[src/rtl/mc_controller.sv]
// Multicycle MIPS-subset control FSM: sequences fetch, decode, execute,
// memory and writeback for lw/sw/R-type/beq/bne/addi/j; traps illegal ops.
//
// Ports:
//   clk, reset      clock, async active-high reset
//   op, funct       instruction fields from the instruction register
//   zero            ALU zero flag
//   mem_ready       shared memory completion handshake
//   iord..alucontrol datapath control (Moore, plus mem_ready/zero gating)
//   state           current state code (debug)
//   illegal         sticky trap flag
module mc_controller #(
  parameter bit HAS_BNE = 1'b0
) (
  input  logic       clk,
  input  logic       reset,
  input  logic [5:0] op,
  input  logic [5:0] funct,
  input  logic       zero,
  input  logic       mem_ready,
  output logic       iord,
  output logic       memwrite,
  output logic       irwrite,
  output logic       regdst,
  output logic       memtoreg,
  output logic       regwrite,
  output logic       alusrca,
  output logic [1:0] alusrcb,
  output logic [1:0] pcsrc,
  output logic       pcen,
  output logic [2:0] alucontrol,
  output logic [3:0] state,
  output logic       illegal
);

  typedef enum logic [3:0] {
    S_FETCH   = 4'd0,
    S_DECODE  = 4'd1,
    S_MEMADR  = 4'd2,
    S_MEMRD   = 4'd3,
    S_MEMWB   = 4'd4,
    S_MEMWR   = 4'd5,
    S_RTYPEEX = 4'd6,
    S_RTYPEWB = 4'd7,
    S_BEQEX   = 4'd8,
    S_ADDIEX  = 4'd9,
    S_ADDIWB  = 4'd10,
    S_JEX     = 4'd11,
    S_TRAP    = 4'd12
  } state_e;

  localparam logic [5:0] OP_RTYPE = 6'b000000;
  localparam logic [5:0] OP_LW    = 6'b100011;
  localparam logic [5:0] OP_SW    = 6'b101011;
  localparam logic [5:0] OP_BEQ   = 6'b000100;
  localparam logic [5:0] OP_BNE   = 6'b000101;
  localparam logic [5:0] OP_ADDI  = 6'b001000;
  localparam logic [5:0] OP_J     = 6'b000010;

  localparam logic [5:0] FN_ADD = 6'b100000;
  localparam logic [5:0] FN_SUB = 6'b100010;
  localparam logic [5:0] FN_AND = 6'b100100;
  localparam logic [5:0] FN_OR  = 6'b100101;
  localparam logic [5:0] FN_SLT = 6'b101010;

  localparam logic [2:0] ALU_ADD = 3'b010;
  localparam logic [2:0] ALU_SUB = 3'b110;
  localparam logic [2:0] ALU_AND = 3'b000;
  localparam logic [2:0] ALU_OR  = 3'b001;
  localparam logic [2:0] ALU_SLT = 3'b111;

  state_e state_q, state_d;

  logic is_mem, is_rtype, is_br, is_addi, is_j;
  logic fn_ok, op_bne;

  assign fn_ok = (funct == FN_ADD) || (funct == FN_SUB) ||
                 (funct == FN_AND) || (funct == FN_OR)  ||
                 (funct == FN_SLT);

  assign op_bne   = (op == OP_BNE);
  assign is_mem   = (op == OP_LW) || (op == OP_SW);
  assign is_rtype = (op == OP_RTYPE) && fn_ok;
  assign is_br    = (op == OP_BEQ) || (HAS_BNE && op_bne);
  assign is_addi  = (op == OP_ADDI);
  assign is_j     = (op == OP_J);

  always_ff @(posedge clk or posedge reset) begin
    if (reset) state_q <= S_FETCH;
    else       state_q <= state_d;
  end

  always_comb begin
    state_d = state_q;
    unique case (state_q)
      S_FETCH:   if (mem_ready) state_d = S_DECODE;
      S_DECODE: begin
        // op classes are disjoint, so the one-hot decode is safe
        unique case (1'b1)
          is_mem:   state_d = S_MEMADR;
          is_rtype: state_d = S_RTYPEEX;
          is_br:    state_d = S_BEQEX;
          is_addi:  state_d = S_ADDIEX;
          is_j:     state_d = S_JEX;
          default:  state_d = S_TRAP;
        endcase
      end
      S_MEMADR:  state_d = (op == OP_LW) ? S_MEMRD : S_MEMWR;
      S_MEMRD:   if (mem_ready) state_d = S_MEMWB;
      S_MEMWB:   state_d = S_FETCH;
      S_MEMWR:   if (mem_ready) state_d = S_FETCH;
      S_RTYPEEX: state_d = S_RTYPEWB;
      S_RTYPEWB: state_d = S_FETCH;
      S_BEQEX:   state_d = S_FETCH;
      S_ADDIEX:  state_d = S_ADDIWB;
      S_ADDIWB:  state_d = S_FETCH;
      S_JEX:     state_d = S_FETCH;
      S_TRAP:    state_d = S_TRAP;
      default:   state_d = S_TRAP;
    endcase
  end

  logic [2:0] fn_alu;

  always_comb begin
    fn_alu = ALU_ADD;
    unique case (funct)
      FN_SUB:  fn_alu = ALU_SUB;
      FN_AND:  fn_alu = ALU_AND;
      FN_OR:   fn_alu = ALU_OR;
      FN_SLT:  fn_alu = ALU_SLT;
      default: fn_alu = ALU_ADD;
    endcase
  end

  logic pcen_c, irwrite_c, regwrite_c, memwrite_c, illegal_c;

  always_comb begin
    iord       = 1'b0;
    memwrite_c = 1'b0;
    irwrite_c  = 1'b0;
    regdst     = 1'b0;
    memtoreg   = 1'b0;
    regwrite_c = 1'b0;
    alusrca    = 1'b0;
    alusrcb    = 2'b00;
    pcsrc      = 2'b00;
    pcen_c     = 1'b0;
    alucontrol = 3'b000;
    illegal_c  = 1'b0;
    unique case (state_q)
      S_FETCH: begin
        alusrcb    = 2'b01;
        alucontrol = ALU_ADD;
        irwrite_c  = mem_ready;
        pcen_c     = mem_ready;
      end
      S_DECODE: begin
        alusrcb    = 2'b11;
        alucontrol = ALU_ADD;
      end
      S_MEMADR: begin
        alusrca    = 1'b1;
        alusrcb    = 2'b10;
        alucontrol = ALU_ADD;
      end
      S_MEMRD:   iord = 1'b1;
      S_MEMWB: begin
        memtoreg   = 1'b1;
        regwrite_c = 1'b1;
      end
      S_MEMWR: begin
        iord       = 1'b1;
        memwrite_c = 1'b1;
      end
      S_RTYPEEX: begin
        alusrca    = 1'b1;
        alucontrol = fn_alu;
      end
      S_RTYPEWB: begin
        regdst     = 1'b1;
        regwrite_c = 1'b1;
      end
      S_BEQEX: begin
        alusrca    = 1'b1;
        alucontrol = ALU_SUB;
        pcsrc      = 2'b01;
        // only reachable with op=bne when HAS_BNE is set
        pcen_c     = op_bne ? ~zero : zero;
      end
      S_ADDIEX: begin
        alusrca    = 1'b1;
        alusrcb    = 2'b10;
        alucontrol = ALU_ADD;
      end
      S_ADDIWB:  regwrite_c = 1'b1;
      S_JEX: begin
        pcsrc  = 2'b10;
        pcen_c = 1'b1;
      end
      S_TRAP:    illegal_c = 1'b1;
      default:   illegal_c = 1'b1;
    endcase
  end

  // reset masks enables combinationally, independent of the clock
  assign pcen     = pcen_c & ~reset;
  assign irwrite  = irwrite_c & ~reset;
  assign regwrite = regwrite_c & ~reset;
  assign memwrite = memwrite_c & ~reset;
  assign illegal  = illegal_c & ~reset;
  assign state    = state_q;

endmodule

[config.mk]
export PLATFORM = sky130hd
export DESIGN_NAME = mc_controller
export DESIGN_NICKNAME = d
export VERILOG_FILES = /design/src/rtl/mc_controller.sv
export SDC_FILE = /design/constraint.sdc
export NUM_CORES = 1
export LEC_CHECK = 0
export CAP_MARGIN = 20
export CORE_AREA = 4 4 48 50
export CTS_BUF_LIST = sky130_fd_sc_hd__clkbuf_4 sky130_fd_sc_hd__clkbuf_8 sky130_fd_sc_hd__clkbuf_16
export DETAILED_ROUTE_END_ITERATION = 7
export DIE_AREA = 0 0 52 54
export MAX_ROUTING_LAYER = met4
export PLACE_DENSITY = 0.74
export SLEW_MARGIN = 20
export SYNTH_ARGS = -nofsm -noshare
export SYNTH_HDL_FRONTEND = slang
export SYNTH_SLANG_ARGS = --single-unit
[constraint.sdc]
create_clock -name clk -period 4 [get_ports clk]
set_input_delay 0.8 -clock clk [delete_from_list [all_inputs] [get_ports clk]]
set_output_delay 0.8 -clock clk [all_outputs]
set_load 0.02 [all_outputs]
## Yosys cells after proc, flatten, opt, wreduce, memory -nomap -nowiden

Cells that the tools add are included.

- Input port bits: 16
- ROM bits: 0
- Memories kept: 0
- Logic and storage cells: 69
- Register bits after elaboration: 4
- Bits in writable memories: 0
- Bits in latches: 0
- Output and inout bits: 20

- Equal/unequal tests: 25
- Bitwise logic cells: 7
- Div/mod/pow operators: 0
- Order comparisons: 0
- Mux-type cells: 20
- Multiply operators: 0
- Reduce and logical (&&, ||, !) cells: 16
- Add/subtract/negate cells: 0
- Shifts and indexed selects: 0

Operators with widths:

| operator | count |
|---|---|
| equality test 6 bit, second input constant | 7 |
| one-hot mux 4 bit (8 select lines) | 1 |
| one-hot mux 4 bit (5 select lines) | 1 |
| equality test 4 x 3 -> 1 bit, second input constant | 4 |
| equality test 4 bit, second input constant | 4 |
| equality test 6 x 3 -> 1 bit, second input constant | 2 |
| 2-to-1 mux 4 bit | 3 |
| one-hot mux 3 bit (4 select lines) | 1 |
| OR reduction 12 bit | 1 |
| 2-to-1 mux 1 bit | 9 |
| one-hot mux 3 bit (3 select lines) | 1 |
| equality test 4 x 2 -> 1 bit, second input constant | 2 |
| OR reduction 4 bit | 2 |
| equality test 6 x 2 -> 1 bit, second input constant | 1 |
| equality test 6 x 4 -> 1 bit, second input constant | 1 |
| zero test 6 bit | 1 |
| inequality test 2 bit, second input constant | 3 |
| one-hot mux 2 bit (3 select lines) | 1 |
| bitwise AND 1 bit | 5 |
| logical OR 1 bit | 5 |
| OR reduction 5 bit | 1 |
| equality test 4 x 1 -> 1 bit, second input constant | 1 |
| zero test 4 bit | 1 |
| one-hot mux 2 bit (2 select lines) | 1 |
| other kinds (7) | 9 |

## Depth between registers and ports, before layout

Gate-level depths: netlist of run 1.

- Word-level depth: 8
- Gate-level depth with buffers: 6
- Gate-level depth less buffers: 4

## Worst setup path after synthesis of run 1

Ideal clock, no wire load.

- Path kind: input-to-output
- Start point: input funct[1]
- End point: output alucontrol[0]
- Stages: 3
- Data required time: 3,200 ps
- Path buffers: 0
- Data arrival time: 1,867 ps
- Path slack: 1,333 ps
- Cells stage by stage: nor3b_1 -> a22oi_1 -> nor4_1

- Longest elaborated chain between the ends: 3
- Elaborated cells between the ends (all ways): 6
- Those cells by class: eq/ne (4); mux (2)

RTL lines:

| element | line | text |
|---|---|---|
| start, declared | 18 | `input logic [5:0] funct,` |
| equality test 6 bit | 127 | `unique case (funct)` |
| one-hot mux 3 bit (4 select lines) * | 127 |  |
| one-hot mux 3 bit (3 select lines) * | 151 | `unique case (state_q)` |
| end, declared | 31 | `output logic [2:0] alucontrol,` |

Every way passes the cells marked *; elsewhere a longest branch is shown, timed or not.

## Worst setup path after layout of run 1

- Start point: input funct[2]
- End point: output alucontrol[0]

The elaborated chain is that of the path after synthesis.

==> impl_metrics.prom, run 1 <==
# TYPE chip_impl_metric gauge
chip_impl_info{name="cp-start-kind",value="input port"} 1
chip_impl_metric{name="grt_util_all_layers",unit="%"} 15.1
chip_impl_metric{name="timing.final.max_slew_violations",unit=""} 0
chip_impl_metric{name="max-cap-violations",unit=""} 0
chip_impl_metric{name="seq_area",unit="sq um"} 100
chip_impl_metric{name="worstPathArrival",unit="ns"} 2.72
chip_impl_info{name="synth_area_leaders",value="dfrtp_1 16%, and3_1 4.9%, nand4_1 4.9%"} 1
chip_impl_metric{name="num_vias",unit=""} 835
chip_impl_metric{name="top_ports",unit=""} 36
chip_impl_metric{name="r2r.worst_path.cells",unit=""} 4
chip_impl_metric{name="insertedDiodeCount",unit=""} 0
chip_impl_metric{name="max-slew-margin-rel",unit="%"} 62.5
chip_impl_info{name="synth.largest_area_cell",value="dfrtp_1"} 1
chip_impl_info{name="most_common_cell_in_the_netlist",value="nor2_1"} 1
chip_impl_metric{name="power_density",unit="mW/mm^2"} 634
chip_impl_metric{name="detail_route.wl_per_cell",unit="um"} 13.0
chip_impl_info{name="dominantRegCellSynth",value="dfrtp_1"} 1
chip_impl_metric{name="clk_latency",unit="ns"} 0.23
chip_impl_info{name="clockRootBuffer",value="clkbuf_4"} 1
chip_impl_metric{name="number_of_drc_violations_after_detailed_routing_iteration_0",unit=""} 31
chip_impl_metric{name="gr-total-overflow",unit=""} 0
chip_impl_metric{name="max_clock_freq",unit="MHz"} 284
chip_impl_metric{name="cts_buffers",unit=""} 3
chip_impl_metric{name="fin_nets",unit=""} 141
chip_impl_metric{name="synth_sequential_area_ratio",unit="%"} 15.6
chip_impl_metric{name="dp.final_hpwl",unit="um"} 1530
chip_impl_metric{name="syn_inst",unit=""} 92
chip_impl_info{name="maxUsedRoutingLayer",value="met3"} 1
chip_impl_metric{name="cts_resized",unit=""} 0
chip_impl_metric{name="postCtsHoldBufs",unit=""} 0
chip_impl_metric{name="grt_max_degree",unit=""} 20
chip_impl_metric{name="period_minus_slack",unit="ns"} 3.52
chip_impl_info{name="post_synth_most_frequent_cells",value="8 x nor2_1, 6 x nand2_1"} 1
chip_impl_metric{name="syn_avg_cell_area",unit="sq um"} 6.98
chip_impl_metric{name="die_height",unit="um"} 54
chip_impl_metric{name="largest_register_ffs",unit=""} 4
chip_impl_metric{name="skew",unit="ns"} 0.00129
chip_impl_metric{name="grt_first_pass_wirelength",unit="um"} 3190
chip_impl_metric{name="final.period_utilization",unit="%"} 87.9
chip_impl_metric{name="number_of_global_route_vias_before_repair",unit=""} 747
chip_impl_metric{name="synth_enable_flop_cells",unit=""} 0
chip_impl_metric{name="synth.lib_cells_used.distinct",unit=""} 38
chip_impl_metric{name="netlist.area_leader.share",unit="%"} 15.6
chip_impl_metric{name="netlist_area",unit="sq um"} 642
chip_impl_metric{name="post_route_met1_wirelength",unit="um"} 832
chip_impl_metric{name="utilization",unit="%"} 52.9
chip_impl_metric{name="placed_cells",unit=""} 147
chip_impl_metric{name="number_of_buffer_cells_added_on_primary_ports",unit=""} 35
chip_impl_metric{name="htreeDepth",unit=""} 1
chip_impl_metric{name="drt-total-wl",unit="um"} 1950
chip_impl_metric{name="ir_drop",unit="mV"} 0.317
chip_impl_metric{name="final_hold_viol_count",unit=""} 0
chip_impl_metric{name="async_flop_share",unit="%"} 100
chip_impl_metric{name="effective_utilization_at_floorplan",unit="%"} 33.8
chip_impl_metric{name="die_w",unit="um"} 52
chip_impl_metric{name="wl_met2",unit="um"} 919
chip_impl_metric{name="setup-violations-final",unit=""} 0
chip_impl_metric{name="fin_setup_tns",unit="ns"} 0
chip_impl_metric{name="die_footprint",unit="sq mm"} 0.00281
chip_impl_metric{name="yosys_register_bits",unit=""} 4
chip_impl_metric{name="detail_route.drc_violations",unit=""} 0
chip_impl_metric{name="area_growth",unit="%"} 56.7
chip_impl_metric{name="std_cell_rows",unit=""} 16
chip_impl_metric{name="post_layout_nonfiller_instances",unit=""} 150
chip_impl_metric{name="clock_tree.buffer_depth",unit=""} 2
chip_impl_info{name="outcome",value="complete, no violations"} 1
chip_impl_metric{name="power",unit="mW"} 0.638
chip_impl_metric{name="synth_fp_nets",unit=""} 108
chip_impl_metric{name="timing.hold.worst_path_depth",unit=""} 1
chip_impl_metric{name="layout-drive-gt1-share",unit="%"} 5.69
chip_impl_info{name="grt_setup_unrepaired",value="false"} 1
chip_impl_metric{name="multiInputGateArea",unit="sq um"} 484
chip_impl_metric{name="cp.required",unit="ns"} 3.20
chip_impl_metric{name="core_region_area",unit="sq mm"} 0.00190
chip_impl_metric{name="tritoncts_num_sinks",unit=""} 4
chip_impl_metric{name="met3_length",unit="um"} 198
chip_impl_metric{name="grt_antenna_before_repair",unit=""} 0
chip_impl_metric{name="detail_route.vias_per_cell",unit=""} 5.57
chip_impl_metric{name="clkSlewWorstSetupHoldPaths",unit="ns"} 0.04
chip_impl_info{name="holdCritPathClass",value="reg2reg"} 1
chip_impl_metric{name="yosys_warning_count",unit=""} 0
chip_impl_metric{name="worst-path-max-fanout",unit=""} 3
chip_impl_metric{name="dp_worst_setup_slack",unit="ns"} 0.461
chip_impl_metric{name="fillCellCount",unit=""} 200
chip_impl_metric{name="gp_routability_congestion",unit=""} 0.845
chip_impl_metric{name="drtPass1Iterations",unit=""} 4
chip_impl_metric{name="worst_slew_pin_slew",unit="ns"} 0.563
chip_impl_info{name="worstSetupEndpointType",value="primary output"} 1
chip_impl_metric{name="antenna_left",unit=""} 0
chip_impl_info{name="criticalPathCategory",value="in2out"} 1
chip_impl_info{name="tritoncts_clock_tree",value="yes"} 1
chip_impl_metric{name="post-cts-setup-buffers",unit=""} 0
chip_impl_metric{name="p_leak",unit="nW"} 0.356
chip_impl_metric{name="setup_ws",unit="ns"} 0.484
==> cells in the final DEF (no fill, tap or decap), drive strengths merged, types with 2 or more instances in the layout <==
cell / synthesis / final
nand3: 3 / 3
nor3: 4 / 4
nor2: 8 / 8
nand4: 5 / 5
nor4: 6 / 6
nand2: 6 / 6
inv: 4 / 4
a31oi: 3 / 3
nor2b: 4 / 4
xor2: 2 / 2
dfrtp: 4 / 4
a21oi: 4 / 4
nor3b: 3 / 3
nand2b: 4 / 4
o21ai: 5 / 5
clkdlybuf4s50: 0 / 35
and3: 5 / 5
clkbuf: 1 / 3
==> final cells by class <==
cell class | count | area share [%]
Sequential cell | 4 | 9.95
Tap cell | 27 | 3.36
Inverter | 4 | 1.49
Clock buffer | 3 | 2.24
Timing Repair Buffer | 35 | 34.8
Multi-Input combinational cell | 77 | 48.1
==> final timing paths <==
path                          start             to  slack (ns)
min                        state[3]       state[0]        0.81
max                        funct[2]  alucontrol[0]        0.48
max in group asynchronous     reset       state[1]        2.93
min reg2reg                state[3]       state[0]        0.81
max reg2reg                state[2]       state[0]        2.36
min in group asynchronous     reset       state[0]        0.89
==> metal layers <==
layer	GRT usage (%)	vias to the layer above
met5	-	-
met4	2.62	0
met3	2.77	0
met2	26.2	49
met1	18.3	372
li1	-	414
==> kinds of logic after synthesis <==
logic type | Yosys count | synth area share, %
and+or+nand+nor | 51 | 46.2
muxes | 1 | 1.56
buffers and inverters | 11 | 8.97
AOI/OAI and AO/OA | 22 | 23.6
DFF | 4 | 15.6
xor gates and xnor gates | 3 | 4.09
==> critical path, stage by stage <==
cell	delay, ns
clkdlybuf4s50_1	0.51
nor3b_1	0.28
a22oi_1	0.14
nor4_1	0.31
clkdlybuf4s50_1	0.68
==> metrics by stage <==
step	hold WS [ns]	instance area [sq um]
finish	0.808	1010
global route	0.865	1010
CTS	0.786	1010
detailed placement	0.776	983
global placement	0.761	983
floorplan	0.585	642
==> where the power goes <==
| group | internal, mW | switching, mW |
|---|---|---|
| logic | 0.222 | 0.224 |
| registers | 0.0576 | 0.0847 |
| clock network | 0.0335 | 0.0157 |
(Power assumes the default switching activity.)
==> run 2, diff against run 1 <==
- clock period: 4 -> 3.3 ns (I/O delays scaled with it)
==> run 2 against run 1 <==
- clock power is 20% higher
- largest cell class unchanged
- routed wire length is 2.8% higher
- clock skew is 0.0027 ns higher
==> impl_metrics.prom, run 2 (same netlist as run 1, synthesis figures left out) <==
# TYPE chip_impl_metric gauge
chip_impl_metric{name="cts_buffers",unit=""} 3
chip_impl_metric{name="num_vias",unit=""} 850
chip_impl_metric{name="std_cell_rows",unit=""} 16
chip_impl_metric{name="die_w",unit="um"} 52
chip_impl_info{name="criticalPathCategory",value="in2out"} 1
chip_impl_info{name="cp_common_cell",value="clkdlybuf4s50_1"} 1
chip_impl_metric{name="largest_register_ffs",unit=""} 4
chip_impl_metric{name="timing.final.max_slew_violations",unit=""} 0
chip_impl_metric{name="setup_ws",unit="ns"} 0.178
chip_impl_info{name="holdCritPathClass",value="reg2reg"} 1
chip_impl_info{name="layout_commonest_cell",value="clkdlybuf4s50_1"} 1
chip_impl_metric{name="drtPass1Iterations",unit=""} 4
chip_impl_metric{name="drt-total-wl",unit="um"} 2000
chip_impl_metric{name="number_of_drc_violations_after_detailed_routing_iteration_0",unit=""} 26
chip_impl_info{name="most-common-layout-cells",value="34 x clkdlybuf4s50_1, 8 x nor2_1, 6 x nand2_1, 6 x buf_4"} 1
chip_impl_metric{name="grt_util_all_layers",unit="%"} 16.4
chip_impl_metric{name="cp.required",unit="ns"} 2.64
chip_impl_metric{name="grt_max_degree",unit=""} 20
chip_impl_metric{name="die_footprint",unit="sq mm"} 0.00281
chip_impl_metric{name="timing.hold.worst_path_depth",unit=""} 2
chip_impl_metric{name="final_hold_viol_count",unit=""} 0
chip_impl_metric{name="gr-total-overflow",unit=""} 0
chip_impl_info{name="outcome",value="complete, no violations"} 1
chip_impl_metric{name="fin_setup_tns",unit="ns"} 0
chip_impl_metric{name="worst-path-max-fanout",unit=""} 2
chip_impl_metric{name="core_region_area",unit="sq mm"} 0.00190
chip_impl_info{name="worst_path_max_delay_cell",value="clkdlybuf4s50_1"} 1
chip_impl_metric{name="dp.final_hpwl",unit="um"} 1580
chip_impl_info{name="cell_by_cell_listing_of_the_critical_path",value="clkdlybuf4s50_1 -> nor4_1 -> nand3_1 -> xor2_1 -> o32ai_1 -> clkdlybuf4s50_1"} 1
chip_impl_metric{name="finalInstanceArea",unit="sq mm"} 0.00105
chip_impl_metric{name="setup-violations-final",unit=""} 0
chip_impl_metric{name="number_of_buffer_cells_added_on_primary_ports",unit=""} 35
chip_impl_metric{name="grt_antenna_before_repair",unit=""} 0
chip_impl_metric{name="power_density",unit="mW/mm^2"} 753
chip_impl_metric{name="ir_drop",unit="mV"} 0.369
chip_impl_metric{name="power",unit="mW"} 0.794
chip_impl_metric{name="r2r.worst_path.cells",unit=""} 4
chip_impl_metric{name="utilization",unit="%"} 55.4
chip_impl_metric{name="max_clock_freq",unit="MHz"} 320
chip_impl_metric{name="detail_route.drc_violations",unit=""} 0
chip_impl_metric{name="fin_nets",unit=""} 147
chip_impl_metric{name="number_of_global_route_vias_before_repair",unit=""} 819
chip_impl_metric{name="clkSlewWorstSetupHoldPaths",unit="ns"} 0.04
chip_impl_metric{name="clock_tree.buffer_depth",unit=""} 2
chip_impl_metric{name="clk_latency",unit="ns"} 0.23
chip_impl_info{name="worstSetupEndpointType",value="primary output"} 1
chip_impl_metric{name="max-slew-margin-rel",unit="%"} 64.1
chip_impl_metric{name="antenna_left",unit=""} 0
chip_impl_metric{name="htreeDepth",unit=""} 1
chip_impl_metric{name="detail_route.wl_per_cell",unit="um"} 12.8
chip_impl_metric{name="final.period_utilization",unit="%"} 94.6
chip_impl_metric{name="top_ports",unit=""} 36
chip_impl_metric{name="tritoncts_num_sinks",unit=""} 4
chip_impl_metric{name="p_leak",unit="nW"} 0.404
chip_impl_metric{name="detail_route.vias_per_cell",unit=""} 5.45
chip_impl_metric{name="effective_utilization_at_floorplan",unit="%"} 33.8
chip_impl_metric{name="placed_cell_area",unit="sq mm"} 0.00103
chip_impl_info{name="cp-start-kind",value="input port"} 1
chip_impl_metric{name="period_minus_slack",unit="ns"} 3.12
chip_impl_metric{name="insertedDiodeCount",unit=""} 0
chip_impl_info{name="clockRootBuffer",value="clkbuf_4"} 1
chip_impl_metric{name="max-cap-violations",unit=""} 0
chip_impl_metric{name="die_height",unit="um"} 54
chip_impl_info{name="grt_setup_unrepaired",value="false"} 1
chip_impl_metric{name="area_growth",unit="%"} 64.1
chip_impl_metric{name="grt_first_pass_wirelength",unit="um"} 3450
chip_impl_metric{name="post-cts-setup-buffers",unit=""} 0
chip_impl_metric{name="dp_worst_setup_slack",unit="ns"} 0.126
chip_impl_metric{name="layout-drive-gt1-share",unit="%"} 10.1
chip_impl_metric{name="worst_slew_pin_slew",unit="ns"} 0.538
chip_impl_metric{name="worstPathArrival",unit="ns"} 2.46
chip_impl_metric{name="gp_routability_congestion",unit=""} 0.867
chip_impl_info{name="tritoncts_clock_tree",value="yes"} 1
chip_impl_metric{name="worst_path_largest_cell_delay",unit="ns"} 0.67
chip_impl_metric{name="skew",unit="ns"} 0.00402
run 2: cell types whose count changed in the layout (fill, tap and decap cells not counted), sizes merged:
cell | previous run | this run
buf | 0 | 6
clkdlybuf4s50 | 35 | 34
dlymetal6s2s | 0 | 1
run 2: cell type report:
| type | count | area (sq um) |
|---|---|---|
| tap | 27 | 33.8 |
| timing repair buffer | 41 | 398 |
| sequential | 4 | 100 |
| clock buffer | 3 | 22.5 |
| inverter | 4 | 15.0 |
| multi-input combinational | 77 | 484 |
| fill | 183 | 848 |
run 2: final timing paths:
kind                          start  endpoint  slack [ns]
max                           op[1]      pcen        0.18
min                        state[2]  state[2]        0.72
max reg2reg                state[0]  state[0]        1.76
min reg2reg                state[2]  state[2]        0.72
max in group asynchronous     reset  state[3]        2.37
min in group asynchronous     reset  state[0]        0.75
run 2: power breakdown:
group	internal, mW	switching [mW]
clock network	0.0405	0.0185
logic	0.286	0.310
registers	0.0707	0.0680
total	0.397	0.396
run 2: repair_timing:
action | CTS | global route
resized for setup | 0 | 1
endpoints found under the setup margin | 0 | 1
hold buffers | 0 | 0
run 2: per-stage QoR:
step	hold WS [ns]	std cells
after detailed placement	0.715	153
after global placement	0.713	153
after CTS	0.724	156
after global routing	0.767	156
after floorplan	0.445	92
final	0.724	156
run 2: layer usage:
layer / global-route usage (%) / share of wire [%] / up-vias
met5: - / 0 / -
met4: 3.06 / 0 / 0
met3: 3.32 / 9.0 / 0
met2: 27.2 / 47 / 50
met1: 20.7 / 44 / 375
li1: - / - / 425
run 2: worst max-delay path, delay by kind of cell:
kind	cells	cell delay, ns
compound gates	1	0.15
simple gates	2	0.40
xor+xnor	1	0.17
buf+inv	2	1.08
